### src/rtl/itr_ctrl_pkg.sv
// rtl/itr_ctrl_pkg.sv - shared FSM encoding and permutation-select helpers for the transform input controller
package itr_ctrl_pkg;

  localparam int PERM_W = 4;

  localparam logic [1:0] ST_IDLE = 2'd0;
  localparam logic [1:0] ST_RUN  = 2'd1;
  localparam logic [1:0] ST_GAP  = 2'd2;
  localparam logic [1:0] ST_FIN  = 2'd3;

  // Lane rotation advances one step per column and one per pass, wrapping at 16 lanes.
  function automatic logic [PERM_W-1:0] perm_sel(input logic [3:0] col, input logic [2:0] pass);
    return col + {1'b0, pass};
  endfunction

endpackage

### src/rtl/itr_ctrl_if.sv
// rtl/itr_ctrl_if.sv - control/status bundle between the transform sequencer and its host
interface itr_ctrl_if;
  import itr_ctrl_pkg::*;

  logic              START;
  logic              STALL;
  logic              SEL_ITR;
  logic [PERM_W-1:0] SEL_PERMR;
  logic              VALID;
  logic [2:0]        PASS;
  logic [3:0]        COL;
  logic              BUSY;
  logic              DONE;

  modport master (
    output START, STALL,
    input  SEL_ITR, SEL_PERMR, VALID, PASS, COL, BUSY, DONE
  );

  modport slave (
    input  START, STALL,
    output SEL_ITR, SEL_PERMR, VALID, PASS, COL, BUSY, DONE
  );
endinterface

### src/rtl/itr_ctrl.sv
// rtl/itr_ctrl.sv - multi-pass column sequencer driving input-interface source select and lane rotation
module itr_ctrl
  import itr_ctrl_pkg::*;
#(
  parameter int N_COL   = 16,
  parameter int N_PASS  = 3,
  parameter int GAP_CYC = 2
) (
  input  logic      CLK,
  input  logic      RSTn,
  itr_ctrl_if.slave bus
);

  localparam logic [3:0] COL_LAST  = 4'(N_COL - 1);
  localparam logic [2:0] PASS_LAST = 3'(N_PASS - 1);
  localparam logic [3:0] GAP_LOAD  = 4'(GAP_CYC - 1);

  logic [1:0] state;
  logic [3:0] gap_cnt;

  always_ff @(posedge CLK or negedge RSTn) begin
    if (!RSTn) begin
      state         <= ST_IDLE;
      gap_cnt       <= '0;
      bus.SEL_ITR   <= 1'b0;
      bus.SEL_PERMR <= '0;
      bus.VALID     <= 1'b0;
      bus.PASS      <= '0;
      bus.COL       <= '0;
      bus.BUSY      <= 1'b0;
      bus.DONE      <= 1'b0;
    end else begin
      bus.VALID <= 1'b0;
      bus.DONE  <= 1'b0;
      case (state)
        ST_IDLE: begin
          if (bus.START) begin
            state         <= ST_RUN;
            bus.BUSY      <= 1'b1;
            bus.VALID     <= 1'b1;
            bus.PASS      <= '0;
            bus.COL       <= '0;
            bus.SEL_ITR   <= 1'b0;
            bus.SEL_PERMR <= '0;
          end
        end
        ST_RUN: begin
          // A stall only suppresses VALID; position and selects stay frozen.
          if (!bus.STALL) begin
            if (bus.COL == COL_LAST) begin
              if (bus.PASS == PASS_LAST) begin
                state    <= ST_FIN;
                bus.DONE <= 1'b1;
              end else begin
                state   <= ST_GAP;
                gap_cnt <= GAP_LOAD;
              end
            end else begin
              bus.COL       <= bus.COL + 4'd1;
              bus.VALID     <= 1'b1;
              bus.SEL_PERMR <= perm_sel(bus.COL + 4'd1, bus.PASS);
            end
          end
        end
        ST_GAP: begin
          if (gap_cnt == 4'd0) begin
            state         <= ST_RUN;
            bus.VALID     <= 1'b1;
            bus.PASS      <= bus.PASS + 3'd1;
            bus.COL       <= '0;
            bus.SEL_ITR   <= 1'b1;
            bus.SEL_PERMR <= perm_sel(4'd0, bus.PASS + 3'd1);
          end else begin
            gap_cnt <= gap_cnt - 4'd1;
          end
        end
        default: begin
          state    <= ST_IDLE;
          bus.BUSY <= 1'b0;
          bus.PASS <= '0;
          bus.COL  <= '0;
        end
      endcase
    end
  end

endmodule
### src/flat_wrapper.sv
// flat-port wrapper written by rule: the top's interface ports become plain ports
module itr_ctrl_flat import itr_ctrl_pkg::*;
#(
  parameter int N_COL   = 16,
  parameter int N_PASS  = 3,
  parameter int GAP_CYC = 2
)
  (CLK, RSTn, bus_START, bus_STALL, bus_SEL_ITR, bus_SEL_PERMR, bus_VALID, bus_PASS, bus_COL, bus_BUSY, bus_DONE);
  itr_ctrl_if bus_i ();
  input  logic CLK;
  input  logic RSTn;
  input wire logic [$bits(bus_i.START)-1:0] bus_START;
  input wire logic [$bits(bus_i.STALL)-1:0] bus_STALL;
  output wire logic [$bits(bus_i.SEL_ITR)-1:0] bus_SEL_ITR;
  output wire logic [$bits(bus_i.SEL_PERMR)-1:0] bus_SEL_PERMR;
  output wire logic [$bits(bus_i.VALID)-1:0] bus_VALID;
  output wire logic [$bits(bus_i.PASS)-1:0] bus_PASS;
  output wire logic [$bits(bus_i.COL)-1:0] bus_COL;
  output wire logic [$bits(bus_i.BUSY)-1:0] bus_BUSY;
  output wire logic [$bits(bus_i.DONE)-1:0] bus_DONE;
  assign bus_i.START = bus_START;
  assign bus_i.STALL = bus_STALL;
  assign bus_SEL_ITR = bus_i.SEL_ITR;
  assign bus_SEL_PERMR = bus_i.SEL_PERMR;
  assign bus_VALID = bus_i.VALID;
  assign bus_PASS = bus_i.PASS;
  assign bus_COL = bus_i.COL;
  assign bus_BUSY = bus_i.BUSY;
  assign bus_DONE = bus_i.DONE;
  itr_ctrl #(.N_COL(N_COL), .N_PASS(N_PASS), .GAP_CYC(GAP_CYC)) u_core (.CLK(CLK), .RSTn(RSTn), .bus(bus_i));
endmodule
### config.mk
export PLATFORM = sky130hd
export DESIGN_NAME = itr_ctrl_flat
export DESIGN_NICKNAME = d
export VERILOG_FILES = /design/src/rtl/itr_ctrl_pkg.sv /design/src/rtl/itr_ctrl_if.sv /design/src/rtl/itr_ctrl.sv /design/src/flat_wrapper.sv
export SDC_FILE = /design/constraint.sdc
export NUM_CORES = 1
export LEC_CHECK = 0
export CORE_ASPECT_RATIO = 0.5
export CORE_UTILIZATION = 52
export CTS_CLUSTER_DIAMETER = 30
export DETAILED_ROUTE_END_ITERATION = 12
export GPL_TIMING_DRIVEN = 0
export PLACE_DENSITY_LB_ADDON = 0.12
export SYNTH_ARGS = -nofsm -noshare
export SYNTH_HDL_FRONTEND = slang
export SYNTH_SLANG_ARGS = --single-unit
### constraint.sdc
create_clock -name CLK -period 3.7 [get_ports CLK]
set_input_delay 0.555 -clock CLK [delete_from_list [all_inputs] [get_ports CLK]]
set_output_delay 0.555 -clock CLK [all_outputs]
set_load 0.05 [all_outputs]
[Yosys cells after proc, flatten, opt, wreduce, memory -nomap -nowiden]
Cells that the tools add are included.
W data, S select, Z words.
Operators by class
  reductions and logical operators: 13
  magnitude comparators: 0
  multiply operators: 0
  bitwise gates (word level): 2
  div/mod/pow operators: 0
  muxes and demuxes: 37
  shift operators: 0
  add/sub/neg operators: 4
  eq/ne operators: 11
Operators with widths (count)
  $mux W4: 11
  $pmux W4 S3: 2
  $mux W1: 12
  $ne A2 B2 Y1 const B: 5
  $reduce_and A5 Y1: 2
  $pmux W3 S3: 1
  $mux W2: 4
  $pmux W4 S2: 1
  $reduce_and A4 Y1: 2
  $mux W3: 2
  $pmux W2 S3: 1
  $reduce_and A3 Y1: 2
  $add A4 B1 Y4 const B: 1
  $add A4 B3 Y4: 1
  $eq A4 B4 Y1 const B: 1
  $logic_not A4 Y1: 1
  $ne A2 B1 Y1 const B: 2
  $pmux W1 S2: 2
  $reduce_bool A2 Y1: 2
  $sub A4 B1 Y4 const B: 1
  $add A3 B1 Y3 const B: 1
  $eq A3 B2 Y1 const B: 1
  $pmux W1 S3: 1
  $reduce_bool A3 Y1: 1
  6 further kinds: 7
Storage, ports and cells
  input port bits: 4
  word-level logic and storage cells: 76
  output and inout bits: 15
  latch bits: 0
  bits in writable memories: 0
  bits in registers: 21
  bits in read-only memories: 0
  memories: 0

[Depth between registers and ports, before layout]
  depth after elaboration: 5
  mapped depth: 8
  mapped depth without buffers: 8

[Worst setup path after synthesis]
No wires, ideal clock.
  path kind: reg2reg
  start: reg u_core.bus.COL[1]
  end: reg u_core.gap_cnt[0]
  stages on the path, launching flop included: 6
  library setup time: 128 ps
  setup slack: 1636 ps
  arrival time: 1936 ps
  data required time: 3572 ps
  period minus slack after synthesis: 2064 ps
  cell sequence: dfrtp_1 ha_1 nand4b_1 o21ai_1 and3_1 mux2_1
On the way
  longest elaborated chain between the ends: 3
RTL lines
  start, declared: line itr_ctrl_if.sv:22  | output SEL_ITR, SEL_PERMR, VALID, PASS, COL, BUSY, DONE
  start signal, assigned: line itr_ctrl.sv:59  | bus.COL <= bus.COL + 4'd1;
  $eq A4 B4 Y1: line itr_ctrl.sv:50  | if (bus.COL == COL_LAST) begin
  $ne A2 B1 Y1 (no source line)
  $reduce_and A5 Y1 (no source line)
  end signal, assigned: line itr_ctrl.sv:74  | gap_cnt <= gap_cnt - 4'd1;
  end, declared: line itr_ctrl.sv:19  | logic [3:0] gap_cnt;
No other way between the ends.
A chain may end at the register's enable or synchronous reset.

[Final worst setup path]
  start: in bus_STALL
  end: reg u_core.gap_cnt[0]
On the way
  longest elaborated chain between the ends: 2
RTL lines
  start, declared: line flat_wrapper.sv:13  | input wire logic [$bits(bus_i.STALL)-1:0] bus_STALL;
  $ne A2 B2 Y1 (no source line)
  $reduce_and A5 Y1 (no source line)
No other way between the ends.

==> impl_metrics.json <==
{
  "syn-instance-count": 142,
  "ctsHoldBuffers": 0,
  "crit_slowest_cell": "clkdlybuf4s50_1",
  "dr_total_vias": 1085,
  "synth_top_area_share": 0.389,
  "synth_nets": 159,
  "portBuffers": 18,
  "grt_setup_unrepaired": "no",
  "ant_nets": 0,
  "ys_ff_latch": 21,
  "drt_wl_total_um": 2740,
  "root_buffer": "clkbuf_8",
  "initialDrtViolationCount": 52,
  "netlist_top_cells_area": "dfrtp_1 (39%), ha_1 (11%), nand2_1 (4.7%)",
  "place_congestion": 0.821,
  "initial_core_util": 0.580,
  "power.total_uw": 926,
  "h-tree-depth": 1,
  "syn_area_per_cell_um2": 9.51,
  "arrival_ps": 2310,
  "firstDrtPassIters": 4,
  "dieHeight_um": 38.0,
  "fin_setup_tns_ps": 0,
  "crit_fanout": 5,
  "cts_inserted_buffers": 3,
  "fin_cells": 199,
  "netlist_area_um2": 1350,
  "multi_input_comb_area_um2": 753,
  "yosysSeqAreaShare": 0.389,
  "synth_fa_ha_area_frac": 0.126,
  "slew_viol_final": 0,
  "syn2layout_area_growth_pct": 20.2,
  "insertedDiodeCount": 0,
  "synth_top_family_by_area": "compound AO/OA/AOI/OAI gates",
  "yosysTopAreaCell": "dfrtp_1",
  "utilization": 0.697,
  "fin_crit_ps": 2160,
  "status": "finished clean",
  "core_um2": 2330,
  "gr-total-overflow": 0,
  "crit_path_cell_trace": "clkdlybuf4s50_1 -> nand4b_1 -> o21ai_1 -> and3_1 -> mux2_1",
  "powerDensity_nw_per_um2": 571,
  "wl_per_cell_um": 13.7,
  "final.setup.worst_slack_ps": 1540,
  "cpPeakStageDelay_ps": 470,
  "synth_warnings": 0,
  "antenna_found_initial": 0,
  "nets": 182,
  "hpwl_um": 2050,
  "num_io_pins": 19,
  "grt_max_degree": 22,
  "seq_area_um2": 526,
  "hold_violations": 0,
  "yosys.area_share.simple": 0.176,
  "startpoint_type": "input pin",
  "critPathKind": "input pin to flop",
  "crit_required_ps": 3850,
  "num_rows": 12,
  "tightest_slew_ps": 975,
  "min_path_type": "flop to flop",
  "grt_pass1_vias": 987,
  "ir_drop_v": 0.000361,
  "post-place-ws_ps": 1320,
  "finalSetupViolCount": 0,
  "maxCapViolCount": 0,
  "fp.dieArea_um2": 2820,
  "end_kind": "flop",
  "drive_above_1_share": 0.0915,
  "grt_pass1_wl_um": 4580,
  "cts_setup_buffers": 0,
  "max-slew-margin-rel": 0.348,
  "cts_sinks": 21,
  "cts_resized": 0,
  "clkLatencyLatePin_ps": 260,
  "fin_skew_ps": 3.12,
  "ys_types": 38,
  "synth_xor_area_frac": 0.0259,
  "die_x_um": 74.1,
  "post-route-drc-count": 0,
  "tritoncts": "yes",
  "synth_mux_area_frac": 0.0538,
  "cts.path.max_buffers": 2,
  "grt_usage": 0.230,
  "fmax_ghz": 0.463,
  "nFillCells": 198,
  "synth_compound_area_frac": 0.176,
  "fin_crit_sh": 0.584,
  "via_per_inst": 5.45,
  "p_leak_nw": 0.708,
  "dp.cells": 195,
  "cts.clk_slew.worst_paths_ps": 80
}
critical path, delay by kind of cell:
kind / cells / cell delay [ps]
mux: 1 / 340
compound gates: 1 / 300
simple gates: 2 / 650
buf+inv: 1 / 470
cells in the mapped netlist:
cell type  number
dfrtp_1        21
nand2_1        17
inv_1          14
ha_1           12
a21oi_1         9
nor2b_1         9
o21ai_0         6
nor2_1          5
o221ai_1        4
a31oi_1         3
buf_2           3
nand4_1         3
o21ai_1         3
mux2_4          2
mux2i_1         2
nand2b_1        2
nand3_1         2
nor3b_1         2
o31ai_1         2
xnor2_1         2
xor2_1          2
a211oi_2        1
a21boi_0        1
a21o_1          1
a21oi_4         1
a22o_1          1
a31o_2          1
and3_1          1
clkbuf_1        1
fa_1            1
mux2_1          1
mux2_2          1
nand2_4         1
nand4b_1        1
nor3_1          1
o22a_1          1
o2bb2ai_1       1
or3b_4          1
cells by family (layout without fill, tap and decap cells):
| family | after synthesis | count (layout) |
|---|---|---|
| xor+xnor | 4 | 4 |
| flops | 21 | 21 |
| simple gates | 45 | 45 |
| compound gates | 35 | 35 |
| fa+ha+maj | 13 | 13 |
| buf+inv | 18 | 40 |
| mux | 6 | 6 |
registers in the layout, summed over array words and instances (netlist names):
register / count
u_core.bus.COL: 4
u_core.bus.SEL_PERMR: 4
u_core.gap_cnt: 4
u_core.bus.PASS: 3
u_core.state: 2
u_core.bus.BUSY: 1
u_core.bus.DONE: 1
u_core.bus.SEL_ITR: 1
u_core.bus.VALID: 1
layer usage:
| metal | track usage | up-vias | part of all wire |
|---|---|---|---|
| met2 | 0.361 | 24 | 0.44 |
| met5 | 0 | - | 0 |
| met3 | 0.0553 | 2 | 0.055 |
| met4 | 0.0433 | 0 | 0.0040 |
| li1 | - | 536 | - |
| met1 | 0.328 | 523 | 0.50 |
worst paths after layout:
check | startpoint | endpoint | slack, ps | depth (start not counted)
max | bus_STALL | u_core.gap_cnt[0] | 1540 | 5
min | u_core.bus.SEL_PERMR[3] | u_core.bus.SEL_PERMR[3] | 500 | 1
max reg2reg | u_core.bus.COL[1] | u_core.gap_cnt[0] | 1660 | 5
min reg2reg | u_core.bus.SEL_PERMR[3] | u_core.bus.SEL_PERMR[3] | 500 | 1
max in group asynchronous | RSTn | u_core.bus.DONE | 2280 | 1
min in group asynchronous | RSTn | u_core.bus.COL[1] | 830 | 1
metrics by stage:
step           hold WS, ps  instance area, um2
2_1_floorplan          259                1350
3_3_place_gp           484                1570
3_5_place_dp           483                1570
4_1_cts                504                1620
5_1_grt                528                1620
6_report               501                1620
power by group:
group | leakage (nW) | internal (mW) | switching (mW)
sequential | 0.279 | 0.267 | 0.0275
combinational | 0.407 | 0.174 | 0.304
clock | 0.0217 | 0.0760 | 0.0778
layout by cell type (no fill, tap or decap), types with 3 or more instances in the layout:
cell	netlist	layout
a21oi_1	9	9
a31oi_1	3	3
buf_2	3	3
clkbuf_8	0	3
clkdlybuf4s50_1	0	18
dfrtp_1	21	21
ha_1	12	12
inv_1	14	14
nand2_1	17	17
nand4_1	3	3
nor2_1	5	5
nor2b_1	9	9
o21ai_0	6	6
o21ai_1	3	3
o221ai_1	4	4
final cells by class:
| type | count | share of cell area |
|---|---|---|
| inverter | 14 | 0.0324 |
| sequential | 21 | 0.324 |
| clock buffer | 3 | 0.0254 |
| multi-input combinational | 103 | 0.464 |
| tap | 35 | 0.0270 |
| clock inverter | 1 | 0.00463 |
| buffer | 4 | 0.0116 |
| timing repair buffer | 18 | 0.111 |
Power figures use the tool's default switching activity.
==> RTL change (same flow settings) <==
Make the reset (`RSTn`) synchronous in one clocked block.
--- a/src/rtl/itr_ctrl.sv
+++ b/src/rtl/itr_ctrl.sv
@@ -18,7 +18,7 @@
   logic [1:0] state;
   logic [3:0] gap_cnt;
 
-  always_ff @(posedge CLK or negedge RSTn) begin
+  always_ff @(posedge CLK) begin
     if (!RSTn) begin
       state         <= ST_IDLE;
       gap_cnt       <= '0;
Behaviour: differs if RSTn is asserted again (counterexample within 4 cycles, from zero or initial values and one cycle with RSTn low); with RSTn held inactive, the same outputs for 10 cycles.
==> RTL change against the unedited design <==
  * Critical path depth up 2
  * First-iteration DRC count rose to 2.5 times the old value
  * Non-clock buffer count up 2
  * Sequential cell count unchanged
  * Design area down 1.3%
  * Wire length up 10%
  * Worst setup slack worse by 0.21 ns
  * Sequential share of layout area down 6.1 points
  * Synthesized cell count up 8.5%
  * Die area down 0.53%
  * Synthesized area down 0.56%
  * Largest cell class unchanged
Power is not compared: it rests on default switching activity, and its combinational part moved more than twofold at a synthesized area within 25%.
==> RTL change: results (changes against the unedited design) <==
Total half-perimeter wirelength after legalization and detailed placement = 2.236 mm (+9.1%)
PortBufs = 17 (-1)
Biggest cell delay along the critical path = 0.62 ns (+0.15 ns)
Post-Synth XOR/XNOR Area = 2.610% (+0.015 points)
Cell family contributing the most delay on the critical path = compound AO/OA/AOI/OAI gates
Yosys cell types = 45 (+18%)
Post-synthesis sequential area ratio = 31.31% (-7.6 points)
Synth async-reset ratio = 0% (-100 points)
Placement Cell Area = 1556 um2 (-1.1%)
Maximum clock insertion buffer count = 2 (unchanged)
Critical path arrival = 2.54 ns (+0.23 ns)
Headroom to the max-slew limit = 52.61% (+18 points)
Slowest library cell on the worst path = sky130_fd_sc_hd__a211oi_1
GRT Overall Usage = 24.14% (+1.1 points)
Initial DRC Count = 130 (+150%)
Synth Area in Compound Gates = 21.25% (+3.6 points)
Ranking of synthesized cells by instance count = sky130_fd_sc_hd__dfxtp_1 (21), sky130_fd_sc_hd__a21oi_1 (13), sky130_fd_sc_hd__ha_1 (13), sky130_fd_sc_hd__nand2_1 (13), sky130_fd_sc_hd__inv_1 (11)
Dominant cells by area after synthesis = sky130_fd_sc_hd__dfxtp_1 (31%), sky130_fd_sc_hd__ha_1 (12%), sky130_fd_sc_hd__a21oi_1 (4.8%), sky130_fd_sc_hd__mux2i_1 (3.7%), sky130_fd_sc_hd__nand2_1 (3.6%)
First-pass GRT wire length = 4.836 mm (+5.6%)
Vias in the first global route = 1026 (+4.0%)
Filler Cells Inserted = 211 (+6.6%)
Pin count of the biggest net entering global routing = 12 (-45%)
Total via count in the routed design = 1202 (+11%)
Outcome = finished, final reports clean
Fraction of layout cells with a size suffix above 1 = 5.714% (-3.4 points)
1st-pass router iterations = 5 (+1)
Routed WL = 3.015 mm (+10%)
Nets in the synthesized netlist = 172 (+8.2%)
Count of cells resized by post-cts repair = 0 (unchanged)
Multiplexer area fraction after synthesis = 3.728% (-1.6 points)
Final GP Congestion = 0.8647 (+5.4%)
Worst-case register-to-register setup slack = 1.33 ns (-0.33 ns)
Number of nets in the final layout = 194 (+6.6%)
Maximum fanout along the worst path = 7 (+2)
Adder and majority gate portion of the synthesized area = 13.61% (+1.0 points)
==> RTL change: path summary, 6_finish.rpt <==
check / start / end / cells past startpoint
setup / recovery: u_core.gap_cnt[1] / u_core.bus.PASS[2] / 7
hold / removal: u_core.bus.SEL_PERMR[1] / u_core.bus.SEL_PERMR[1] / 2
setup reg to reg: u_core.gap_cnt[1] / u_core.bus.PASS[2] / 7
hold reg to reg: u_core.bus.SEL_PERMR[1] / u_core.bus.SEL_PERMR[1] / 2
==> RTL change: cells by family (layout without fill, tap and decap cells) <==
family | after synthesis | count (layout)
buffers and inverters | 18 | 39
and+or+nand+nor | 52 | 52
adders and majority gates | 14 | 14
DFF | 21 | 21
AOI/OAI and AO/OA | 40 | 40
xor gates and xnor gates | 4 | 4
muxes | 5 | 5
==> RTL change: metal layers <==
| layer | vias to the layer above | part of all wire [%] | track usage [%] |
|---|---|---|---|
| met5 | - | 0 | 0 |
| li1 | 602 | - | - |
| met3 | 6 | 5.6 | 7.105 |
| met4 | 0 | 0.76 | 5.769 |
| met1 | 555 | 50 | 32.58 |
| met2 | 39 | 43 | 38.30 |
==> RTL change: stage by stage <==
step	utilization (%)	worst slack [ns]	hold WS, ns	total power [mW]	std cells
floorplan	-	1.462	0.4615	0.3186	154
global placement	66.88	1.229	0.4508	0.3440	206
detailed placement	66.88	1.197	0.4612	0.3458	206
CTS	68.82	1.323	0.4789	0.5015	210
global route	68.82	1.080	0.4940	0.5234	210
finish	68.82	1.328	0.4760	0.5004	210
==> RTL change: where the power goes <==
| group | internal (mW) | switching [mW] | total [mW] |
|---|---|---|---|
| Sequential | 0.232 | 0.00519 | 0.237 |
| Combinational | 0.0379 | 0.0673 | 0.105 |
| Clock | 0.0771 | 0.0810 | 0.158 |
| Total | 0.347 | 0.154 | 0.500 |
==> RTL change: worst register-to-register path, cell delays in order (launching register included) <==
cell and delay, ns:
sky130_fd_sc_hd__dfxtp_1 0.35, sky130_fd_sc_hd__inv_1 0.12, sky130_fd_sc_hd__ha_1 0.19, sky130_fd_sc_hd__or3b_1 0.36, sky130_fd_sc_hd__buf_6 0.15, sky130_fd_sc_hd__a211oi_1 0.62, sky130_fd_sc_hd__o21ai_0 0.19, sky130_fd_sc_hd__a32o_1 0.29
==> RTL change: layout make-up <==
type / count / area share [%]
Multi-Input combinational cell: 115 / 52.42
Sequential cell: 21 / 26.25
Timing Repair Buffer: 17 / 10.62
Clock buffer: 4 / 2.812
Tap cell: 35 / 2.734
Buffer: 7 / 2.578
Inverter: 11 / 2.578
